## src/rtl/litspin_drv_pkg.sv

```systemverilog
// Shared types and constants for the LED driver scheduling blocks.
// Holds the scheduler state encoding and the grayscale pulse budget.
package litspin_drv_pkg;

  typedef enum logic [1:0] {
    IDLE,
    FC_LOAD,
    GS_RUN,
    GS_DONE
  } sched_state_t;

  localparam int NB_COLOURS    = 3;
  localparam int NB_BIT_PLANES = 9;
  localparam int NB_MUX_PASSES = 5;

  // One SCLK rise per colour, LED, bit plane and multiplex pass.
  function automatic int gs_pulses(input int nb_leds_per_group);
    return NB_COLOURS * nb_leds_per_group * NB_BIT_PLANES * NB_MUX_PASSES;
  endfunction

endpackage

```

## src/rtl/sclk_divider.sv

```systemverilog
// Square-wave SCLK generator with CLK_DIV-cycle half-periods. Restart or
// disable parks SCLK low so the next rise is a full half-period away.
module sclk_divider
#(
  parameter int CLK_DIV = 4
)
(
  input  logic clk,
  input  logic rst_n,
  input  logic enable,
  input  logic restart,
  output logic sclk,
  output logic edge_stb
);

  localparam int            CW   = (CLK_DIV > 1) ? $clog2(CLK_DIV) : 1;
  localparam logic [CW-1:0] LAST = CW'(CLK_DIV - 1);

  logic [CW-1:0] div_cnt;

  always_ff @(posedge clk or negedge rst_n) begin
    if (!rst_n) begin
      div_cnt <= '0;
      sclk    <= 1'b0;
    end else if (!enable || restart) begin
      div_cnt <= '0;
      sclk    <= 1'b0;
    end else if (div_cnt == LAST) begin
      div_cnt <= '0;
      sclk    <= ~sclk;
    end else begin
      div_cnt <= div_cnt + 1'b1;
    end
  end

  // High on the cycle whose closing clk edge would toggle SCLK.
  assign edge_stb = (div_cnt == LAST);

endmodule

```

## src/rtl/sclk_scheduler.sv

```systemverilog
// Sequences function-control writes and grayscale SCLK bursts per rotor angle.
// Optional: define SCHED_OVERRUN_CNT_EN to add the saturating overrun_cnt output.
module sclk_scheduler
  import litspin_drv_pkg::*;
#(
  parameter  int NB_ANGLES         = 128,
  parameter  int NB_LEDS_PER_GROUP = 16,
  parameter  int CLK_DIV           = 4,
  parameter  int FC_BITS           = 48,
  localparam int ANGLE_WIDTH       = $clog2(NB_ANGLES)
)
(
  input  logic                   clk,
  input  logic                   rst_n,
  input  logic [ANGLE_WIDTH-1:0] angle,
  input  logic                   fc_req,
  output logic                   fc_ack,
  output logic                   SCLK,
  output logic                   FC_en,
  output logic                   busy,
`ifdef SCHED_OVERRUN_CNT_EN
  output logic                   overrun,
  output logic [15:0]            overrun_cnt
`else
  output logic                   overrun
`endif
);

  localparam int               GS_PULSES = gs_pulses(NB_LEDS_PER_GROUP);
  localparam int               CNT_W     = $clog2(GS_PULSES + 1);
  localparam logic [CNT_W-1:0] GS_LAST   = CNT_W'(GS_PULSES);
  localparam logic [CNT_W-1:0] FC_LAST   = CNT_W'(FC_BITS);

  sched_state_t state, state_next;

  logic [ANGLE_WIDTH-1:0] prev_angle;
  logic [CNT_W-1:0]       pulse_cnt;
  logic                   angle_pending;
  logic                   new_angle;
  logic                   overrun_hit;
  logic                   fc_entry;
  logic                   run_entry;
  logic                   div_enable;
  logic                   div_restart;
  logic                   edge_stb;
  logic                   sclk_rise;

  assign new_angle = (angle != prev_angle);
  assign sclk_rise = edge_stb && !SCLK;

  sclk_divider #(
    .CLK_DIV (CLK_DIV)
  ) u_divider (
    .clk      (clk),
    .rst_n    (rst_n),
    .enable   (div_enable),
    .restart  (div_restart),
    .sclk     (SCLK),
    .edge_stb (edge_stb)
  );

  always_ff @(posedge clk or negedge rst_n) begin
    if (!rst_n) begin
      state <= IDLE;
    end else begin
      state <= state_next;
    end
  end

  // A state ends on the rise that would follow its last pulse, so that
  // pulse keeps its full low half-period and no extra rise escapes.
  always_comb begin
    state_next  = state;
    overrun_hit = 1'b0;
    case (state)
      IDLE, GS_DONE: begin
        if (fc_req) begin
          state_next = FC_LOAD;
        end else if (new_angle || angle_pending) begin
          state_next = GS_RUN;
        end
      end
      FC_LOAD: begin
        if (sclk_rise && (pulse_cnt == FC_LAST)) begin
          state_next = (angle_pending || new_angle) ? GS_RUN : IDLE;
        end
      end
      GS_RUN: begin
        if (new_angle) begin
          overrun_hit = 1'b1;
        end else if (sclk_rise && (pulse_cnt == GS_LAST)) begin
          state_next = GS_DONE;
        end
      end
      default: state_next = IDLE;
    endcase
  end

  always_comb begin
    FC_en       = (state == FC_LOAD);
    busy        = (state == FC_LOAD) || (state == GS_RUN);
    fc_entry    = (state_next == FC_LOAD) && (state != FC_LOAD);
    run_entry   = (state_next == GS_RUN) && (state != GS_RUN);
    div_enable  = (state_next == FC_LOAD) || (state_next == GS_RUN);
    div_restart = fc_entry || run_entry || overrun_hit;
  end

  always_ff @(posedge clk or negedge rst_n) begin
    if (!rst_n) begin
      prev_angle    <= '0;
      angle_pending <= 1'b0;
      pulse_cnt     <= '0;
      fc_ack        <= 1'b0;
      overrun       <= 1'b0;
    end else begin
      prev_angle <= angle;
      fc_ack     <= fc_entry;
      overrun    <= overrun_hit;
      if (run_entry) begin
        angle_pending <= 1'b0;
      end else if (new_angle && (state_next == FC_LOAD)) begin
        angle_pending <= 1'b1;
      end
      if (div_restart || !div_enable) begin
        pulse_cnt <= '0;
      end else if (sclk_rise) begin
        pulse_cnt <= pulse_cnt + 1'b1;
      end
    end
  end

`ifdef SCHED_OVERRUN_CNT_EN
  always_ff @(posedge clk or negedge rst_n) begin
    if (!rst_n) begin
      overrun_cnt <= '0;
    end else if (overrun_hit && (overrun_cnt != 16'hFFFF)) begin
      overrun_cnt <= overrun_cnt + 16'd1;
    end
  end
`else
`endif

endmodule
```

## config.mk

```make
export PLATFORM = sky130hd
export DESIGN_NAME = sclk_scheduler
export DESIGN_NICKNAME = d
export VERILOG_FILES = /design/src/rtl/litspin_drv_pkg.sv /design/src/rtl/sclk_divider.sv /design/src/rtl/sclk_scheduler.sv
export SDC_FILE = /design/constraint.sdc
export NUM_CORES = 1
export LEC_CHECK = 0
export ABC_AREA = 1
export BUFFER_PORTS_ARGS = -buffer_cell sky130_fd_sc_hd__buf_2
export CAP_MARGIN = 20
export CORE_MARGIN = 4
export CORE_UTILIZATION = 55
export CTS_CLUSTER_SIZE = 16
export DETAILED_ROUTE_END_ITERATION = 10
export PLACE_DENSITY = 0.75
export SETUP_SLACK_MARGIN = 0.4
export SLEW_MARGIN = 20
export SYNTH_ARGS = -nofsm -noshare
export SYNTH_HDL_FRONTEND = slang
export SYNTH_SLANG_ARGS = --single-unit
```

## constraint.sdc

```tcl
create_clock -name clk -period 2.9 [get_ports clk]
set_clock_uncertainty 0.1 [all_clocks]
set_input_delay 0.435 -clock clk [delete_from_list [all_inputs] [get_ports clk]]
set_output_delay 0.435 -clock clk [all_outputs]
set_load 0.005 [all_outputs]
```

==> results.ini <==
[power]
power_leakage_nw = 0.990
power.internal_w = 0.000961
p_seq_share_pct = 26.5
p_comb_share_pct = 64.0
p_sw_share_pct = 44.4
power.density_mw_per_mm2 = 903
pwr-share-clk_pct = 9.6
switching_power_w = 0.000768
finalPower_w = 0.00173
ir_worst_vdd_v = 0.00115

[drt]
highest_layer = met4
num_vias = 1305
wl_met1_mm = 1.36
drtPass1Iterations = 4
ant_nets = 0
wl_per_cell_um = 12.9
wl_met2_mm = 1.68
via_per_inst = 5.16
drc = 0
drt-initial-drc-count = 73
route.met3.wl_um = 136
wl_mm = 3.25

[timing]
tns_ns = 0
period_share_pct = 88.8
finalSetupViolCount = 0
slew_violations = 0
max_slew_margin_pct = 60.0
tightestPinTransition_ns = 0.600
fin_worst_hold_slack_ns = -0.00878
fmax_mhz = 388
rsz0062_at_grt = true
period_minus_slack_ns = 2.58
hold_violations = 27

[logic_synthesis]
synth_edf_count = 0
synth_nets = 209
ys_seq_area_share_pct = 44.3
yosys.cell_types.count = 25
ys_warn_count = 0
synthArstFlopShare_pct = 100
synth_top_area_share_pct = 44.3
synth_most_common_cell = nand2_1
avgSynthCellArea_um2 = 7.95
netlist_top_cells_count = nand2_1 (53), inv_1 (40), dfrtp_1 (27)
synth-main-ff-cell = dfrtp_1
synthTopCellsByArea = dfrtp_1 (44%), nand2_1 (13%), inv_1 (9.8%)
ys_ff_latch = 27
synthesis.instances = 192
netlist_area_mm2 = 0.00153
synth_top_cell_by_area = dfrtp_1

[cts]
cts.sinks = 27
clockBufferDepth = 2
clk_pin_slew_worst_paths_ns = 0.15
clk_latency_ns = 0.32
hold_buffers = 0
cts-root-buf = clkbuf_4
htreeDepth = 1
cts_tree = built
numCtsBuffers = 3

[finish]
syn_to_final_growth_pct = 25.4
n_antenna_cell = 0
fillerInstances = 194
layout-drive-gt1-share_pct = 33.2
num-nets-final = 241

[place]
port_buffers = 14
place_hpwl_mm = 2.04
place_congestion = 0.901

[setup_path]
cp.required_ns = 3.06
crit_buf_inv = 4
worstSetupEndpointType = flop
path_cells = ha_1, inv_1, nor2_1, o21ai_1, nand2_2, inv_2, ha_4, inv_1, nor2_1, nor3b_4, buf_4, o21ai_4, nor3b_2
worst_ep_arrival_time_ns = 2.74
timing.setup.critical_path_class = flop to flop
cp_slowest_cell = dfrtp_1
crit_family = simple AND/OR/NAND/NOR gates
start_kind = flop
cp_slowest_stage_delay_ns = 0.45
critical_path.max_fanout = 7

[die]
die_h_um = 60.7
row_count = 18
die_area_mm2 = 0.00368
io-pin-count = 15
die_w_um = 60.7
start_util_pct = 59.5
core_mm2 = 0.00257

[grt]
grt_overflow = 0
grt_pass1_vias = 1281
grt_first_pass_wirelength_mm = 5.38
grt_use_total_pct = 19.5
antenna_found_initial = 0
grt_start_max_net_pins = 28

[flow_run]
cap_violations = 0

[run_status]
violations = negative hold slack
status = finished with violations

[hold_path]
worst_hold_path_type = primary input to async pin

-- cell usage in the layout, fill, tap and decap left out, types with 2 or more instances in the layout --
cell type / instances
nand3_2: 4
ha_4: 4
buf_4: 13
nor3_2: 3
clkbuf_4: 3
buf_2: 14
o21ai_4: 2
inv_1: 36
nor2_1: 20
dfrtp_1: 27
nor2_4: 6
a21oi_1: 2
inv_2: 5
xnor2_1: 2
ha_1: 3
nor3b_2: 3
o21ai_1: 2
nand3_1: 4
nand2_1: 46
nand2_2: 6
nand2_4: 2
nor3_1: 3
-- what timing repair did --
item                                    CTS  global route
pin swaps                                 8            17
setup buffers                             8             5
endpoints found under the setup margin   14            15
gates resized for setup                  17            21
gates cloned                              1             0
-- metrics by stage --
stage | util, % | instance area, um^2 | std cells | setup slack (ns)
6_report | 74.6 | 1910 | 253 | 0.324
5_1_grt | 74.6 | 1910 | 253 | 0.139
4_1_cts | 69.2 | 1780 | 248 | 0.393
3_5_place_dp | 63.2 | 1620 | 235 | 0.101
3_3_place_gp | 63.2 | 1620 | 235 | 0.228
2_1_floorplan | - | 1530 | 192 | 0.598
-- logic make-up (layout without fill, tap and decap cells) --
group / count (synthesis) / count (layout) / synth area share [%]
XOR/XNOR: 2 / 2 / 1.15
flip-flops: 27 / 27 / 44.3
adder cells (fa/ha/maj): 7 / 7 / 5.74
AO/OA/AOI/OAI: 12 / 13 / 4.92
AND/OR/NAND/NOR: 102 / 102 / 33.1
buffers and inverters: 42 / 72 / 10.8
-- worst register-to-register path: cells and delay by family, from the launching register on --
kind / cells / cell delay, ns
and+or+nand+nor: 5 / 0.86
DFF: 1 / 0.45
buffers and inverters: 4 / 0.39
adders and majority gates: 2 / 0.49
AOI/OAI and AO/OA: 2 / 0.22
-- final cells by class --
class	instances	area (um^2)	area share [%]
well taps	30	37.5	1.96
repair buffers	27	168	8.76
multi-input cells	124	852	44.5
clock inverters	1	5.00	0.261
clock buffers	3	22.5	1.18
inverters	41	154	8.04
flip-flops and latches	27	676	35.3
-- power by group through the flow --
stage / clock (W) / combinational (W) / sequential, W
floorplan: 0 / 0.000502 / 0.000456
global placement: 0 / 0.000578 / 0.000457
detailed placement: 0 / 0.000602 / 0.000461
CTS: 0.000168 / 0.000807 / 0.000457
global route: 0.000184 / 0.00121 / 0.000461
finish: 0.000165 / 0.00111 / 0.000458
-- worst paths after layout --
kind                       cells after the start                  from  slack [ns]              endpoint
min reg2reg                                    1  u_divider.div_cnt[0]        0.41  u_divider.div_cnt[0]
max reg2reg                                   13              state[1]        0.32          pulse_cnt[7]
min in group clk                               1              angle[1]        0.13         prev_angle[1]
max in group asynchronous                      1                 rst_n        2.32         angle_pending
min                                            1                 rst_n      -0.009          pulse_cnt[2]
max                                           13              state[1]        0.32          pulse_cnt[7]
-- layer usage --
metal	track usage (%)	up-vias
met3	3.40	12
met1	24.1	607
met5	0	-
met2	34.0	38
li1	-	648
met4	6.81	0
-- sequential cells by signal, summed over array words and instances, names as in the netlist --
register / flops
prev_angle: 7
fc_ack: 1
angle_pending: 1
state: 2
u_divider.sclk: 1
pulse_cnt: 12
overrun: 1
u_divider.div_cnt: 2
Power figures use the tool's default switching activity.
